## config.mk

```make
export PLATFORM = sky130hd
export DESIGN_NAME = av_menu_controller
export DESIGN_NICKNAME = d
export VERILOG_FILES = /design/src/rtl/av_menu_pkg.sv /design/src/rtl/av_event_latch.sv /design/src/rtl/av_menu_controller.sv
export SDC_FILE = /design/constraint.sdc
export NUM_CORES = 1
export LEC_CHECK = 0
export ABC_AREA = 1
export CORE_MARGIN = 8
export CORE_UTILIZATION = 53
export DETAILED_ROUTE_END_ITERATION = 7
export PLACE_DENSITY = 0.85
export RECOVER_POWER = 100
export SLEW_MARGIN = 20
export SYNTH_ARGS = -nofsm -noshare
export SYNTH_HDL_FRONTEND = slang
export SYNTH_SLANG_ARGS = --single-unit
```

## constraint.sdc

```tcl
create_clock -name clk65 -period 3.7 [get_ports clk65]
set_input_delay 1.11 -clock clk65 [delete_from_list [all_inputs] [get_ports clk65]]
set_output_delay 1.11 -clock clk65 [all_outputs]
set_load 0.05 [all_outputs]
```

## src/rtl/av_menu_pkg.sv

```systemverilog
// av_menu_pkg: shared types and constants for the pause/menu overlay controller
package av_menu_pkg;
  typedef enum logic [2:0] {IDLE, PLAY, FADE_IN, MENU, FADE_OUT, COUNTDOWN} state_t;
  typedef struct packed {
    logic select;
    logic down;
    logic up;
    logic pause;
  } pend_t;
  localparam logic [1:0] ITEM_RESUME = 2'd0;
  localparam logic [1:0] ITEM_RESTART = 2'd1;
  localparam logic [1:0] ITEM_QUIT = 2'd2;
  localparam int N_ITEMS_DEFAULT = 3;
  localparam int FADE_MAX_DEFAULT = 15;
  localparam int COUNTDOWN_FRAMES_DEFAULT = 180;
  // Move the highlight one entry up or down, wrapping between 0 and last.
  function automatic logic [1:0] menu_move(input logic [1:0] item, input logic up, input logic [1:0] last);
    return up ? ((item == 2'd0) ? last : item - 2'd1) : ((item == last) ? 2'd0 : item + 2'd1);
  endfunction
endpackage

```

## src/rtl/av_event_latch.sv

```systemverilog
// av_event_latch: frame_start generation and sticky per-frame button flags
// Ports: i_clk/i_rst_n clock and async active-low reset; i_hcount/i_vcount raster
// position; i_btn_* one-cycle button pulses; o_frame_start one cycle after the
// raster origin; o_pend the flags gathered since the previous frame_start.
module av_event_latch
  import av_menu_pkg::*;
(
  input  logic        i_clk,
  input  logic        i_rst_n,
  input  logic [10:0] i_hcount,
  input  logic [9:0]  i_vcount,
  input  logic        i_btn_pause,
  input  logic        i_btn_up,
  input  logic        i_btn_down,
  input  logic        i_btn_select,
  output logic        o_frame_start,
  output pend_t       o_pend
);
  pend_t w_pulse;
  pend_t r_pend;
  logic  r_frame_start;
  assign w_pulse = {i_btn_select, i_btn_down, i_btn_up, i_btn_pause};
  // On the frame_start cycle the FSM consumes the old flags, so they reload with
  // only this cycle's pulses; a pulse arriving right then carries to the next frame.
  always_ff @(posedge i_clk or negedge i_rst_n)
    if (!i_rst_n) begin
      r_frame_start <= 1'b0;
      r_pend <= '0;
    end else begin
      r_frame_start <= (i_hcount == 11'd0) && (i_vcount == 10'd0);
      r_pend <= r_frame_start ? w_pulse : (r_pend | w_pulse);
    end
  assign o_frame_start = r_frame_start;
  assign o_pend = r_pend;
endmodule

```

## src/rtl/av_menu_controller.sv

```systemverilog
// av_menu_controller: pause/menu overlay sequencer for the 1024x768 video path
// Ports: clk65/reset_n clock and async active-low reset; hcount/vcount raster;
// btn_* one-cycle button pulses; song_done level. Outputs: pause overlay enable,
// menu_item highlight, fade_level opacity, game_run, countdown digit (3/2/1, 0 when
// idle), restart_pulse/quit_pulse one-cycle strobes. State moves only at frame_start.
module av_menu_controller
  import av_menu_pkg::*;
#(
  parameter int N_ITEMS = N_ITEMS_DEFAULT,
  parameter int FADE_MAX = FADE_MAX_DEFAULT,
  parameter int COUNTDOWN_FRAMES = COUNTDOWN_FRAMES_DEFAULT
) (
  input  logic        clk65,
  input  logic        reset_n,
  input  logic [10:0] hcount,
  input  logic [9:0]  vcount,
  input  logic        btn_pause,
  input  logic        btn_up,
  input  logic        btn_down,
  input  logic        btn_select,
  input  logic        song_done,
  output logic        pause,
  output logic [1:0]  menu_item,
  output logic [3:0]  fade_level,
  output logic        game_run,
  output logic [1:0]  countdown,
  output logic        restart_pulse,
  output logic        quit_pulse
);
  localparam int CW = $clog2(COUNTDOWN_FRAMES + 1);
  localparam logic [3:0] FMAX = 4'(FADE_MAX);
  localparam logic [1:0] ILAST = 2'(N_ITEMS - 1);
  localparam logic [CW-1:0] C_LAST = CW'(COUNTDOWN_FRAMES - 1);
  localparam logic [CW-1:0] C_THIRD = CW'(COUNTDOWN_FRAMES / 3);
  localparam logic [CW-1:0] C_TWO = CW'(2 * COUNTDOWN_FRAMES / 3);
  logic          w_fs;
  pend_t         w_pend;
  state_t        r_state, w_state;
  logic [1:0]    r_item, w_item;
  logic [3:0]    r_fade, w_fade;
  logic [CW-1:0] r_cnt, w_cnt;
  logic          r_restart, w_restart, r_quit, w_quit;
  logic          w_up_step, w_dn_step;
  av_event_latch u_events (
    .i_clk        (clk65),
    .i_rst_n      (reset_n),
    .i_hcount     (hcount),
    .i_vcount     (vcount),
    .i_btn_pause  (btn_pause),
    .i_btn_up     (btn_up),
    .i_btn_down   (btn_down),
    .i_btn_select (btn_select),
    .o_frame_start(w_fs),
    .o_pend       (w_pend)
  );
  // Every entry into FADE_IN/FADE_OUT also takes that frame's fade step, so a
  // fade-in shows levels 1..FADE_MAX on consecutive frames and lands in MENU on
  // the frame it reaches FADE_MAX; a fade-out lands in COUNTDOWN on reaching 0.
  always_comb begin
    w_state = r_state;
    w_item = r_item;
    w_fade = r_fade;
    w_cnt = r_cnt;
    w_restart = 1'b0;
    w_quit = 1'b0;
    w_up_step = 1'b0;
    w_dn_step = 1'b0;
    if (w_fs)
      case (r_state)
        IDLE:
          if (w_pend.select) begin
            w_state = COUNTDOWN;
            w_cnt = '0;
            w_restart = 1'b1;
          end
        PLAY:
          if (w_pend.pause || song_done) begin
            w_item = song_done ? ITEM_RESTART : ITEM_RESUME;
            w_up_step = 1'b1;
          end
        FADE_IN: w_up_step = 1'b1;
        MENU:
          if (w_pend.pause) w_dn_step = 1'b1;
          else if (w_pend.select && r_item == ITEM_QUIT) begin
            w_state = IDLE;
            w_fade = 4'd0;
            w_item = ITEM_RESUME;
            w_quit = 1'b1;
          end else if (w_pend.select) begin
            w_restart = r_item == ITEM_RESTART;
            w_dn_step = 1'b1;
          end else if (w_pend.up != w_pend.down) w_item = menu_move(r_item, w_pend.up, ILAST);
        FADE_OUT: {w_up_step, w_dn_step} = w_pend.pause ? 2'b10 : 2'b01;
        COUNTDOWN:
          if (w_pend.pause) w_up_step = 1'b1;
          else if (r_cnt == C_LAST) w_state = PLAY;
          else w_cnt = r_cnt + 1'b1;
        default: w_state = IDLE;
      endcase
    if (w_up_step) begin
      w_fade = (r_fade == FMAX) ? FMAX : r_fade + 4'd1;
      w_state = (w_fade == FMAX) ? MENU : FADE_IN;
    end
    if (w_dn_step) begin
      w_fade = (r_fade == 4'd0) ? 4'd0 : r_fade - 4'd1;
      w_state = (w_fade == 4'd0) ? COUNTDOWN : FADE_OUT;
      w_cnt = '0;
    end
  end
  always_ff @(posedge clk65 or negedge reset_n)
    if (!reset_n) begin
      r_state <= IDLE;
      r_item <= ITEM_RESUME;
      r_fade <= 4'd0;
      r_cnt <= '0;
      r_restart <= 1'b0;
      r_quit <= 1'b0;
    end else begin
      r_state <= w_state;
      r_item <= w_item;
      r_fade <= w_fade;
      r_cnt <= w_cnt;
      r_restart <= w_restart;
      r_quit <= w_quit;
    end
  assign pause = (r_state == FADE_IN) || (r_state == MENU) || (r_state == FADE_OUT);
  assign game_run = r_state == PLAY;
  assign countdown = (r_state != COUNTDOWN) ? 2'd0 : (r_cnt < C_THIRD) ? 2'd3 : (r_cnt < C_TWO) ? 2'd2 : 2'd1;
  assign menu_item = r_item;
  assign fade_level = r_fade;
  assign restart_pulse = r_restart;
  assign quit_pulse = r_quit;
endmodule

```

==> results of run 1 <==
==> layout by cell type, fill, tap and decap left out, types with 2 or more instances in the layout <==
master,count
a21oi_1,5
nand4_1,3
dlygate4sd3_1,19
xor2_1,5
o21bai_1,2
nand3_1,29
nor3_1,5
clkbuf_4,3
dfrtp_1,24
nand2_1,66
o21ai_0,11
ha_1,8
inv_2,4
nand3_2,2
nor2_1,30
a21o_1,2
nor4_1,4
o21ai_1,3
clkdlybuf4s50_1,20
inv_1,22
==> per-layer routing <==
metal / GRT usage (%) / part of all wire (%) / wire length [um]
met3: 1.24 / 3.2 / 125
met2: 26.4 / 49 / 1920
met4: 7.03 / 1.5 / 57
met1: 19.0 / 46 / 1810
met5: 0 / 0 / 0
==> area by class of cell <==
cell class	instances	area (um^2)
Timing Repair Buffer	40	394
Tap cell	44	55.1
Inverter	27	101
Clock buffer	4	36.3
Multi-Input combinational cell	183	928
Fill cell	255	912
Sequential cell	24	601
==> registers in the layout (all words and copies together), names as in the netlist <==
| name | flops |
|---|---|
| fade_level | 4 |
| menu_item | 2 |
| quit_pulse | 1 |
| r_cnt | 8 |
| r_state | 3 |
| restart_pulse | 1 |
| u_events.o_frame_start | 1 |
| u_events.o_pend | 4 |
==> cells in the mapped netlist (all sizes together) <==
cell type  count
a21o           2
a21oi          5
clkbuf         2
dfrtp         24
ha             8
inv           27
mux2i          1
nand2         67
nand3         31
nand4          3
nor2          31
nor3           5
nor3b          1
nor4           4
o211ai         1
o21ai         14
o21bai         2
o31ai          1
or2            1
xnor2          1
xor2           5
==> through the flow <==
stage,hold WS (ns),power (mW)
3_3_place_gp,0.485,0.304
5_1_grt,0.542,0.450
4_1_cts,0.532,0.442
6_report,0.527,0.437
2_1_floorplan,0.466,0.270
3_5_place_dp,0.495,0.304
==> path summary, 6_finish.rpt <==
kind	from	slack (ns)	to	cells after the start
max in group asynchronous	reset_n	1.37	r_cnt[6]$_DFFE_PN0P_	2
hold reg to reg	u_events.o_pend[2]$_DFF_PN0_	0.53	u_events.o_pend[2]$_DFF_PN0_	1
min in group asynchronous	reset_n	1.58	r_cnt[4]$_DFFE_PN0P_	2
hold / removal	u_events.o_pend[2]$_DFF_PN0_	0.53	u_events.o_pend[2]$_DFF_PN0_	1
setup / recovery	r_state[1]$_DFFE_PN0P_	0.45	countdown[1]	4
setup reg to reg	menu_item[0]$_DFFE_PN0P_	1.48	r_cnt[1]$_DFFE_PN0P_	12
==> report_power, final <==
part           leakage (nW)  internal [mW]  switching [mW]
clock network        0.0210         0.0602          0.0804
registers             0.283          0.262      0.00000632
logic                 0.749         0.0247         0.00938
total                  1.05          0.347          0.0898
==> cells by family (layout without fill, tap and decap cells) <==
logic type / after synthesis / count (layout) / synth area share (%)
adders and majority gates: 8 / 8 / 6.00
xor gates and xnor gates: 6 / 6 / 3.15
DFF: 24 / 24 / 36.0
AOI/OAI and AO/OA: 25 / 25 / 9.07
buffers and inverters: 29 / 71 / 6.52
and+or+nand+nor: 143 / 143 / 38.7
muxes: 1 / 1 / 0.600
==> flow_summary.ini, run 1 <==
[yosys]
yosys-top-cells-area = dfrtp_1, nand2_1, nand3_1, nor2_1, ha_1
synth-seq-area-share_pct = 36.0
synth_fp_nets = 272
synth-seq-cells = 24
yosys_warnings = 0
synth_area_leader_cell = dfrtp_1
netlist-cell-type-count = 29
syn_area_um2 = 1670
synth_top_area_share_pct = 36.0
synthesis.instances = 236
syn_area_per_cell_um2 = 7.07

[clocking]
clk_latency_ns = 0.32
htreeDepth = 1
cts_buffer_depth = 2
ctsResizeCount = 0
cts_hold_buf = 0
clk_pin_slew_ns = 0.13
cts-root-buf = clkbuf_4
cts.sinks = 24
cts_setup_buffers = 0
cts_tree = built
cts_made_buffers = 3

[place]
post-place-cells = 318
preCtsSetupSlack_ns = 0.851
dpl_cell_area_um2 = 2110
place_congestion = 0.907
post-dp-hpwl_um = 3000
port_buffers = 39

[critical_path]
worstPathCellList = inv_2, nand3_2, nor3_1, dlygate4sd3_1
worst-path-buf-inv = 2
critical_path_required_ns = 2.59
cp-start-kind = flip-flop
cp_slowest_cell = dlygate4sd3_1
path_delay_family = buffers and inverters
critical_path_class = reg -> out
arrival_ns = 2.14
critPathMaxFanout = 7
slowest_delay_ns = 0.89
crit_path_end_kind = output pin

[grt]
antenna_found_initial = 0
overflow = 0
grt_max_degree = 25
groute.usage.overall_pct = 15.4
grt_pass1_wl_um = 6660
grt_pass1_vias = 1552

[timing]
max_freq_mhz = 307
finalSetupViolCount = 0
post-route-min-period_ns = 3.25
fin_skew_ns = 0.00247
slew_headroom_pct = 14.0
tns_ns = 0
hold_violations = 0
drv_slew = 0
fin_crit_sh_pct = 87.9
worst_slack_ns = 0.446
rsz0062_at_grt = false
tightestPinTransition_ns = 1.29

[route]
viasPerCell = 5.07
drtIter0Drc = 108
wl_um = 3910
ant_nets = 0
drc = 0
vias = 1631
firstDrtPassIters = 4
wire_per_inst_um = 12.1

[die]
fp.dieH_um = 72.1
core_um2 = 3030
die_x_um = 72.1
start_util_pct = 55.1
rows = 20
ios = 40
die_area_um2 = 5200

[final_layout]
final_nets = 315
finalCoreUtilization_pct = 69.9
fin_area_um2 = 2120
area_growth_pct = 26.8
antennaDiodeCount = 0
drive_gt1_share_pct = 4.32
fin_cells = 322

[status]
status = finished clean

[power_and_ir_drop]
p_leak_nw = 1.05
peakVddDrop_uv = 138
p_per_area_nw_per_um2 = 207

[worst_hold_path]
hold_class = reg -> reg

[flow_run]
drv_cap = 0
No activity file was read; power rests on OpenSTA's default activity.
==> run 2: changes to the inputs <==
--- a/config.mk
+++ b/config.mk
@@ -7,11 +7,12 @@
 export LEC_CHECK = 0
 export ABC_AREA = 1
 export CORE_MARGIN = 8
-export CORE_UTILIZATION = 53
+export CORE_UTILIZATION = 54
 export DETAILED_ROUTE_END_ITERATION = 7
 export PLACE_DENSITY = 0.85
-export RECOVER_POWER = 100
+export RECOVER_POWER = 50
 export SLEW_MARGIN = 20
 export SYNTH_ARGS = -nofsm -noshare
 export SYNTH_HDL_FRONTEND = slang
+export SYNTH_HIERARCHICAL = 1
 export SYNTH_SLANG_ARGS = --single-unit
==> run 2 against run 1 <==
Compared with the run above:
- clock-buffer cell count fell by 1
- non-clock buffer count unchanged
- via count rose by 9.1%
- die area is 3.5% higher
- combinational power rose by 8.8%
- global-route usage is 1.0 points higher
- first-iteration DRC count rose by 7.4%
- critical path type unchanged
- sequential cell count unchanged
- worst hold slack improved by 0.0035 ns
- maximum frequency is 0.92% lower
==> flow_summary.ini, run 2 <==
[yosys]
syn_area_per_cell_um2 = 6.76
synth_edf_count = 0
ys.flop_type = dfrtp_1
syn_area_um2 = 1780
synthesis.instances = 263
async_flop_share_pct = 100
synth-seq-area-share_pct = 33.8
synth_area_leader_cell = dfrtp_1
yosys-top-cells-area = dfrtp_1, nand2_1, nor2_1, inv_1, nand3_1
synth_most_common_cell = nand2_1
yosys_warnings = 6
synth_top_area_share_pct = 33.8
synth-seq-cells = 24
netlist-cell-type-count = 31
synth_fp_nets = 299
synthTopCellsByCount = nand2_1, nor2_1, inv_1, nand3_1, dfrtp_1

[grt]
antenna_found_initial = 0
groute.usage.overall_pct = 16.4
grt_pass1_wl_um = 7190
grt_pass1_vias = 1821
grt_max_degree = 25
overflow = 0

[power_and_ir_drop]
p_leak_nw = 1.15
peakVddDrop_uv = 155
p_total_mw = 0.491
p_per_area_nw_per_um2 = 219

[status]
status = finished clean

[timing]
fin_crit_sh_pct = 88.8
drv_slew = 0
fin_skew_ns = 0.00136
slew_headroom_pct = 12.3
hold_violations = 0
post-route-min-period_ns = 3.28
finalSetupViolCount = 0
tns_ns = 0
tightestPinTransition_ns = 1.32
worst_slack_ns = 0.416
rsz0062_at_grt = false
max_freq_mhz = 305

[critical_path]
cp-start-kind = flip-flop
critPathMaxFanout = 9
crit_path_end_kind = output pin
slowest_delay_ns = 0.83
cp_slowest_cell = clkdlybuf4s50_1
arrival_ns = 2.17
critical_path_required_ns = 2.59
worst-path-buf-inv = 2
worstPathCellList = inv_1, nand3_2, nor3_1, clkdlybuf4s50_1
critical_path_class = reg -> out
path_delay_family = buffers and inverters

[die]
start_util_pct = 54.6
die_x_um = 73.4
ios = 40
rows = 21
core_um2 = 3260
fp.dieH_um = 73.4
die_area_um2 = 5380

[clocking]
cts_tree = built
htreeDepth = 1
clk_latency_ns = 0.32
cts-root-buf = clkbuf_4
clk_pin_slew_ns = 0.13
cts_hold_buf = 0
cts_setup_buffers = 0
ctsResizeCount = 0
cts.sinks = 24
cts_buffer_depth = 2
cts_made_buffers = 3

[route]
firstDrtPassIters = 4
viasPerCell = 5.10
vias = 1779
ant_nets = 0
drc = 0
drtIter0Drc = 116
wire_per_inst_um = 11.4
wl_um = 3970

[place]
port_buffers = 39
preCtsSetupSlack_ns = 0.740
dpl_cell_area_um2 = 2200
place_congestion = 0.878
post-dp-hpwl_um = 3100

[final_layout]
drive_gt1_share_pct = 5.94
area_growth_pct = 26.3
top_register = r_cnt
final_nets = 340
layout_commonest_cell = nand2_1
antennaDiodeCount = 0
layout_common_cells = nand2_1, nor2_1, inv_1, clkdlybuf4s50_1, nand3_1
finalCoreUtilization_pct = 68.9
fin_area_um2 = 2250
largest_reg_flops = 8
fillCellCount = 307

[worst_hold_path]
hold_class = reg -> reg

[flow_run]
drv_cap = 0
run 2: cell count changes after synthesis, moves of 3 or more:
cell      delta
inv_1       +16
nor2_1      +10
inv_2        -4
nand2_1      +4
nor4_1       -4
o21ai_2      +4
o21bai_1     +3
xor2_1       -3
run 2: worst register-to-register path, cell delays in order, from the launching register on:
cell and delay [ns]:
dfrtp_1 0.48, nand2_1 0.09, nor2_1 0.38, nand2_2 0.14, nand4_1 0.13, nand3_2 0.28
nand2b_1 0.29, nand2_1 0.06
run 2: final timing paths:
path | from | slack, ns | end | depth (start not counted)
max | r_state[1]$_DFFE_PN0P_ | 0.42 | countdown[1] | 4
min | r_cnt[5]$_DFFE_PN0P_ | 0.53 | r_cnt[5]$_DFFE_PN0P_ | 2
max reg2reg | r_state[0]$_DFFE_PN0P_ | 1.80 | r_cnt[7]$_DFFE_PN0P_ | 7
min reg2reg | r_cnt[5]$_DFFE_PN0P_ | 0.53 | r_cnt[5]$_DFFE_PN0P_ | 2
max in group asynchronous | reset_n | 1.34 | fade_level[3]$_DFFE_PN0P_ | 2
min in group asynchronous | reset_n | 1.59 | menu_item[0]$_DFFE_PN0P_ | 2
run 2: cells by family (layout without fill, tap and decap cells):
group | Yosys count | after routing | share of synthesized area (%)
flip-flops | 24 | 24 | 33.8
XOR/XNOR | 4 | 4 | 1.97
adder cells (fa/ha/maj) | 8 | 8 | 5.63
buffers and inverters | 43 | 83 | 9.85
AND/OR/NAND/NOR | 150 | 150 | 36.7
AO/OA/AOI/OAI | 33 | 33 | 11.5
multiplexers | 1 | 1 | 0.563
run 2: cell type report:
cell class	instances	area, um^2	share of cell area, %
Sequential cell	24	601	26.7
Inverter	39	146	6.52
Multi-Input combinational cell	196	995	44.3
Timing Repair Buffer	40	394	17.5
Tap cell	46	57.6	2.56
Clock inverter	1	30.0	1.34
Clock buffer	3	22.5	1.00
run 2: power breakdown:
group	total (mW)	internal [mW]	switching, mW
combinational	0.0371	0.0264	0.0108
clock	0.192	0.110	0.0821
sequential	0.262	0.262	0.00000255
run 2: per-layer routing:
| metal | up-vias | track usage [%] | wire (um) |
|---|---|---|---|
| met5 | - | 0 | 0 |
| met4 | 0 | 8.20 | 66 |
| met3 | 5 | 4.37 | 284 |
| met2 | 55 | 28.7 | 1900 |
| met1 | 799 | 17.7 | 1710 |
| li1 | 920 | - | - |
run 2: per-stage QoR:
stage | hold slack, ns | cells
6_report | 0.530 | 349
3_5_place_dp | 0.497 | 345
4_1_cts | 0.527 | 349
3_3_place_gp | 0.489 | 345
5_1_grt | 0.572 | 349
2_1_floorplan | 0.477 | 263
==> run 3: changes to the inputs <==
--- a/config.mk
+++ b/config.mk
@@ -5,9 +5,8 @@
 export SDC_FILE = /design/constraint.sdc
 export NUM_CORES = 1
 export LEC_CHECK = 0
-export ABC_AREA = 1
 export CORE_MARGIN = 8
-export CORE_UTILIZATION = 54
+export CORE_UTILIZATION = 55
 export DETAILED_ROUTE_END_ITERATION = 7
 export PLACE_DENSITY = 0.85
 export RECOVER_POWER = 50
==> run 3 against run 2 <==
Compared with the run above:
- global-route usage shrank 0.45 points
- sequential cell count is the same
- routed wire length grew 0.20%
- register-to-register slack lost 0.53 ns
- clock skew is essentially flat
- clock power shrank 41%
- sequential share of layout area shrank 0.19 points
- highest routed layer unchanged
- sequential power is essentially flat
- maximum frequency shrank 2.2%
- via count shrank 5.3%
==> flow_summary.ini, run 3 <==
[clocking]
cts-root-buf = clkbuf_4
clk_latency_ns = 0.31
htreeDepth = 1
cts_made_buffers = 3
cts_hold_buf = 0
cts_buffer_depth = 2
cts_setup_buffers = 0
ctsResizeCount = 0
cts_tree = built
cts.sinks = 24
clk_pin_slew_ns = 0.12

[grt]
grt_pass1_vias = 1666
grt_pass1_wl_um = 7130
grt_max_degree = 25
antenna_found_initial = 0
overflow = 0
groute.usage.overall_pct = 15.9

[timing]
fin_skew_ns = 0.00176
hold_violations = 0
fin_crit_sh_pct = 90.8
rsz0062_at_grt = false
finalSetupViolCount = 0
holdWs_ns = 0.518
max_freq_mhz = 298
tightestPinTransition_ns = 1.31
drv_slew = 0
post-route-min-period_ns = 3.36
slew_headroom_pct = 12.4
tns_ns = 0

[critical_path]
critical_path_class = reg -> out
arrival_ns = 2.25
critPathMaxFanout = 16
slowest_delay_ns = 0.82
cp-start-kind = flip-flop
reg2reg_slack_ns = 1.27
worst-path-buf-inv = 2
startpoint = r_state[0]$_DFFE_PN0P_
path_delay_family = buffers and inverters
r2r-start = r_state[1]$_DFFE_PN0P_
worstPathCellList = buf_4, or3b_1, o21ai_0, clkdlybuf4s50_1
crit_cells = 4
reg2reg_depth = 6
crit_path_end_kind = output pin
critical_path_required_ns = 2.59
cp_slowest_cell = clkdlybuf4s50_1

[place]
dpl_cell_area_um2 = 2250
post-dp-hpwl_um = 3110
port_buffers = 39
place_congestion = 0.895

[final_layout]
antennaDiodeCount = 0
final_nets = 280
fillCellCount = 291
area_growth_pct = 21.1
layout_common_cells = clkdlybuf4s50_1, dfrtp_1, nor2_1, o21ai_0
top_register = r_cnt
largest_reg_flops = 8
fin_area_um2 = 2260
multi_input_area_um2 = 1130
layout_commonest_cell = clkdlybuf4s50_1
drive_gt1_share_pct = 9.50
seq_area_um2 = 601

[route]
met3WireLength_um = 257
vias = 1684
ant_nets = 0
drc = 0
wl_met1_um = 1830
routed.top_layer = met4
drtIter0Drc = 204
wl_um = 3970
viasPerCell = 5.85
firstDrtPassIters = 4
wire_per_inst_um = 13.8
wl_met2_um = 1860

[power_and_ir_drop]
p_switching_mw = 0.0852
p_leak_nw = 0.874
power_frac_seq_pct = 63.9
p_per_area_nw_per_um2 = 181
netSwitchingFraction_pct = 20.8
power_frac_comb_pct = 8.5
p_clk_share_pct = 27.6
p_int_mw = 0.325
peakVddDrop_uv = 125

[die]
core_um2 = 3310
start_util_pct = 56.4
ios = 40
fp.dieH_um = 74.3
die_area_um2 = 5520
rows = 21
die_x_um = 74.3

[yosys]
synth_top_area_share_pct = 32.2
synthesis.instances = 211
synth-seq-cells = 24
ys.flop_type = dfrtp_1
synth_most_common_cell = dfrtp_1
synthTopCellsByCount = dfrtp_1, nor2_1, o21ai_0, inv_1, nand2_1
synth_fp_nets = 247
syn_area_per_cell_um2 = 8.85
synth_edf_count = 0
syn_area_um2 = 1870
async_flop_share_pct = 100
yosys_warnings = 6
netlist-cell-type-count = 63
synth_area_leader_cell = dfrtp_1
synth-seq-area-share_pct = 32.2
yosys-top-cells-area = dfrtp_1, ha_1, o21ai_0, nor2_1, nor3_1

[worst_hold_path]
worstHoldPathCells = 1
min_from = r_cnt[0]$_DFFE_PN0P_
hold_class = reg -> reg

[flow_run]
drv_cap = 0

[status]
status = finished clean
-- run 3: cell count changes in the layout (fill, tap and decap cells not counted), moves of 5 or more --
cell	previous run	this run
nor2_1	39	15
nor2b_1	0	6
inv_1	37	12
nand3_1	27	5
nand2_1	68	12
o21ai_0	9	15
a31oi_1	0	5
nor3_1	3	10
-- run 3: metrics by stage --
stage / cells / total power, mW / worst slack (ns) / utilization, %
floorplan: 211 / 0.269 / 0.461 / -
global placement: 285 / 0.304 / 0.728 / 68.0
detailed placement: 285 / 0.304 / 0.692 / 68.0
CTS: 288 / 0.418 / 0.324 / 68.7
global route: 288 / 0.428 / 0.200 / 68.3
finish: 288 / 0.410 / 0.341 / 68.3
-- run 3: cells by family (layout without fill, tap and decap cells) --
family | Yosys count | count (layout) | synth area share [%]
simple gates | 85 | 85 | 26.9
mux | 2 | 2 | 1.34
compound gates | 64 | 64 | 26.3
buf+inv | 27 | 58 | 7.50
xor+xnor | 1 | 1 | 0.469
flops | 24 | 24 | 32.2
fa+ha+maj | 8 | 8 | 5.36
-- run 3: cell type report --
class / count / area share, %
clock buffer: 3 / 0.996
sequential: 24 / 26.5
tap: 46 / 2.54
inverter: 12 / 1.99
multi-input combinational: 160 / 49.8
timing repair buffer: 43 / 18.1
-- run 3: power groups by stage --
stage                     combinational [mW]  clock (mW)  sequential [mW]
after floorplan                      0.00163           0            0.267
after global placement                0.0367           0            0.267
after detailed placement              0.0372           0            0.267
after CTS                             0.0372       0.118            0.262
after global routing                  0.0380       0.128            0.262
final                                 0.0349       0.113            0.262
-- run 3: per-layer routing --
metal / global-route usage, % / vias up
met1: 19.6 / 792
met3: 5.12 / 4
met4: 5.22 / 0
li1: - / 847
met5: 0 / -
met2: 25.7 / 41
-- run 3: final timing paths --
| check | end |
|---|---|
| setup / recovery | pause |
| hold / removal | r_cnt[0]$_DFFE_PN0P_ |
| setup reg to reg | r_cnt[5]$_DFFE_PN0P_ |
| hold reg to reg | r_cnt[0]$_DFFE_PN0P_ |
| max in group asynchronous | r_cnt[1]$_DFFE_PN0P_ |
| min in group asynchronous | quit_pulse$_DFF_PN0_ |
